[config.mk]
export PLATFORM = sky130hd
export DESIGN_NAME = gray_debounce_decoder
export DESIGN_NICKNAME = d
export VERILOG_FILES = /design/src/rtl/gray_debounce_decoder.sv
export SDC_FILE = /design/constraint.sdc
export NUM_CORES = 1
export LEC_CHECK = 0
export CAP_MARGIN = 20
export CORE_MARGIN = 4
export CORE_UTILIZATION = 51
export CTS_CLUSTER_DIAMETER = 120
export CTS_CLUSTER_SIZE = 12
export DETAILED_ROUTE_END_ITERATION = 16
export PLACE_DENSITY_LB_ADDON = 0.08
export SYNTH_ARGS = -nofsm -noshare
export SYNTH_HDL_FRONTEND = slang
export SYNTH_SLANG_ARGS = --single-unit
[constraint.sdc]
create_clock -name clk -period 2.1 [get_ports clk]
set_input_delay 0.525 -clock clk [delete_from_list [all_inputs] [get_ports clk]]
set_output_delay 0.525 -clock clk [all_outputs]
set_load 0.02 [all_outputs]
[src/rtl/gray_debounce_decoder.sv]
// Synchronises and debounces an asynchronous Gray-coded switch bank, then commits the
// settled word and its binary equivalent with a one-cycle strobe.
module gray_debounce_decoder #(
    parameter int unsigned WIDTH     = 4,
    parameter int unsigned DB_CYCLES = 100000
) (
    input  logic             clk,
    input  logic             rst_n,
    input  logic [WIDTH-1:0] gray_in,
    output logic [WIDTH-1:0] bin_out,
    output logic [WIDTH-1:0] gray_stable,
    output logic             bin_valid,
    output logic             busy
);

    localparam int unsigned CNT_W = $clog2(DB_CYCLES + 1);
    localparam logic [CNT_W-1:0] CNT_LAST = CNT_W'(DB_CYCLES - 1);

    typedef enum logic [1:0] {
        IDLE   = 2'd0,
        COUNT  = 2'd1,
        COMMIT = 2'd2
    } state_e;

    state_e           state_q, state_d;
    logic [WIDTH-1:0] sync1_q, sync_q;
    logic [WIDTH-1:0] cand_q, cand_d;
    logic [CNT_W-1:0] cnt_q, cnt_d;
    logic [WIDTH-1:0] gray_stable_q, gray_stable_d;
    logic [WIDTH-1:0] bin_out_q, bin_out_d;
    logic             bin_valid_q, bin_valid_d;

    function automatic logic [WIDTH-1:0] gray2bin(input logic [WIDTH-1:0] g);
        logic [WIDTH-1:0] b;
        b[WIDTH-1] = g[WIDTH-1];
        for (int i = int'(WIDTH) - 2; i >= 0; i--) begin
            b[i] = b[i+1] ^ g[i];
        end
        return b;
    endfunction

    // Two-flop synchroniser; only sync_q is seen by the qualifier
    always_ff @(posedge clk or negedge rst_n) begin
        if (!rst_n) begin
            sync1_q <= '0;
            sync_q  <= '0;
        end else begin
            sync1_q <= gray_in;
            sync_q  <= sync1_q;
        end
    end

    always_ff @(posedge clk or negedge rst_n) begin
        if (!rst_n) begin
            state_q       <= IDLE;
            cand_q        <= '0;
            cnt_q         <= '0;
            gray_stable_q <= '0;
            bin_out_q     <= '0;
            bin_valid_q   <= 1'b0;
        end else begin
            state_q       <= state_d;
            cand_q        <= cand_d;
            cnt_q         <= cnt_d;
            gray_stable_q <= gray_stable_d;
            bin_out_q     <= bin_out_d;
            bin_valid_q   <= bin_valid_d;
        end
    end

    // Qualification: any change of the candidate restarts the count; return to the
    // committed value abandons the candidate without a strobe
    always_comb begin
        state_d       = state_q;
        cand_d        = cand_q;
        cnt_d         = cnt_q;
        gray_stable_d = gray_stable_q;
        bin_out_d     = bin_out_q;
        bin_valid_d   = 1'b0;
        case (state_q)
            IDLE: begin
                if (sync_q != gray_stable_q) begin
                    cand_d  = sync_q;
                    cnt_d   = '0;
                    state_d = COUNT;
                end
            end
            COUNT: begin
                if (sync_q == gray_stable_q) begin
                    state_d = IDLE;
                end else if (sync_q != cand_q) begin
                    cand_d = sync_q;
                    cnt_d  = '0;
                end else if (cnt_q == CNT_LAST) begin
                    state_d = COMMIT;
                end else begin
                    cnt_d = cnt_q + CNT_W'(1);
                end
            end
            COMMIT: begin
                gray_stable_d = cand_q;
                bin_out_d     = gray2bin(cand_q);
                bin_valid_d   = 1'b1;
                state_d       = IDLE;
            end
            default: state_d = IDLE;
        endcase
    end

    assign bin_out     = bin_out_q;
    assign gray_stable = gray_stable_q;
    assign bin_valid   = bin_valid_q;
    assign busy        = (state_q == COUNT) || (state_q == COMMIT);

endmodule
==> metrics <==
status finished, violations left; failing checks setup timing; Core ar. 3690 µm²; largest net degree at the start of global routing 40; post-route ant nets 0; VDD IR-drop max 482 µV; startpoint types flop; initial antenna violation count 0; Primary FF master, synth dfrtp_1; gr usage total 18.9%; leak pwr 0.00109 µW; Register-to-Register Path Depth 5; Final min period 2.17 ns; CP max stage cell or4b_1; die height 69.9 µm; GP Congestion 0.950; commonest non-fill, non-tap cell in the layout dfrtp_1; Post-Syn Nets 205; RSZ-0062 raised after global routing true; # setup viols final 2; Rel. slew slack 68.0%; EDFF count, synth 0; arrival time of the worst setup path 2.35 ns; First-pass DRT Iterations 4; # hold bufs at CTS 0; Die X 69.9 µm; Final #Nets 248; largest cells by area after synthesis dfrtp_1 50%, nand2_1 4.6%, xor2_1 3.6%; clock slew at reported path FFs 0.08 ns; crit end category flop; pre-CTS setup slack -0.0748 ns; DR vias/cell 5.64; Worst Max-Slew Pin Slew 0.479 ns; # DRC 0; Hold Violations, Final 0; WL/cell 15.0 µm; synthesized area 1960 µm²; Clock Skew 0.00642 ns; fin crit share 103%; Antenna Cells 0; worst-path fanout max 2; H-Tree Depth 2; sequential share of the synthesized area 49.9%; die area 4890 µm²; worst setup path class flop to flop; reg2reg setup slack -0.07 ns; first-pass GRT wire length 7.41 mm; buffer and inverter count on the worst path 0; maximum clock insertion buffer count 2; via count 1618; CTS Root Cell clkbuf_8; YS warnings 0; grt total ovfl 0; Worst EP required 2.29 ns; Max Slew Vio Count 0; power per cell area 842 nW/µm²; slack of the critical path -0.0680 ns; Routed WL 4.31 mm; Worst R2R Start cnt_q[11]; mean post-synth cell area 10.0 µm²; Syn Inst Count 195; asr flop ratio synth 100%; starting density of the core 53.0%; clock latency at the later pin of the worst-skew pair 0.29 ns; commonest cells after routing, fill and taps aside 39 x dfrtp_1, 25 x buf_4, 23 x nand2_1; Critical Path, Cell by Cell or4b_1 -> or4_4 -> nor4b_4 -> mux2i_1 -> a211o_1; DRT iter0 DRCs 94; RR Endpoint state_q[0]; slowest stage delay, CP 0.52 ns; Clock Sinks 39; WHS 0.270 ns; area grow syn2layout 26.5%; Yosys reg bits 39; fmax 461 MHz; number of global-route vias before repair 1567; Cell variety after synth 38; Row Count 22; fin util 67.1%; CTS tree built; Inserted Clock Buffers 5; HPWL Detailed 3.11 mm; max-capacitance violation count 0; Port Buffer Count 15; layout cell share with drive strength beyond 1 21.8%; placed insts 273; delay-heaviest family, CP simple AND/OR/NAND/NOR gates; min-delay worst type input port to async pin; Post-Layout Cell Count 287; Synth top area share 49.9%; post-synth top area cell dfrtp_1; Ports 16
## flip-flops by register name (all words and copies together) (netlist names)
signal       flops
sync1_q          4
cand_q           4
gray_stable      4
cnt_q           17
bin_valid        1
bin_out          3
sync_q           4
state_q          2
## Yosys cell counts (2+ instances only)
master	n
nor2_1	8
mux2_2	6
nor4_1	4
a21o_1	3
a21oi_1	11
or3_1	11
a22o_1	2
o31ai_1	3
nand3_1	6
clkbuf_1	5
nand2_1	24
a31oi_1	3
o21ai_0	13
nor2b_1	4
xnor2_1	3
ha_1	4
or4b_1	2
nand4b_1	2
or4_1	3
nor4b_1	2
xor2_1	8
inv_1	11
dfrtp_1	39
nand4_1	4
## worst reg2reg max path, delay by kind of cell (launching register included)
family	cells	cell delay, ns
AO/OA/AOI/OAI	1	0.26
multiplexers	1	0.11
flip-flops	1	0.38
AND/OR/NAND/NOR	3	1.31
## final cells by class
type,instances,area (µm²)
sequential,39,976
inverter,11,41.3
fill,315,1210
timing repair buffer,42,363
clock buffer,5,68.8
multi-input combinational,139,940
tap,48,60.1
clock inverter,3,25.0
## report_power, final
part	switching (µW)	leakage (µW)	total, µW	internal (µW)
clock network	276	0.0000443	513	237
logic	386	0.000530	701	315
registers	57.5	0.000516	868	810
total	720	0.00109	2080	1360
## per-layer routing
metal	share of wire [%]	vias up	track usage, %
met2	48	29	29.5
met4	0.86	0	5.11
met3	3.8	5	4.60
li1	-	785	-
met5	0	-	0
met1	47	799	26.4
## through the flow
step           TNS [ns]  instance area (µm²)  power (µW)
2_1_floorplan   -0.0575                 1960        1310
3_3_place_gp    -0.0486                 2300        1560
3_5_place_dp    -0.0748                 2300        1580
4_1_cts         -0.0698                 2400        2100
5_1_grt          -0.359                 2470        2220
6_report         -0.109                 2470        2080
## cells by family after synthesis
kind of cell | share of synthesized area (%)
compound gates | 11.7
xor+xnor | 4.93
fa+ha+maj | 2.56
buf+inv | 3.46
flops | 49.9
mux | 3.97
simple gates | 23.5
## worst max path at each step
stage              start          to  slack (ns)  depth (start not counted)
2_1_floorplan  cnt_q[13]  state_q[0]       -0.06                          5
3_3_place_gp   cnt_q[13]  state_q[0]       -0.05                          5
3_5_place_dp   cnt_q[13]  state_q[0]       -0.07                          5
4_1_cts        cnt_q[14]  state_q[0]       -0.07                          5
5_1_grt        cnt_q[11]  state_q[0]       -0.16                          5
6_report       cnt_q[11]  state_q[0]       -0.07                          5
## timing repair
action                                  4_1_cts  5_1_grt
buffers inserted                              0        6
hold endpoints to repair                      0        0
pin swaps                                     1        6
resized for setup                             1       13
endpoints found under the setup margin        2        4
Power figures use the tool's default switching activity.
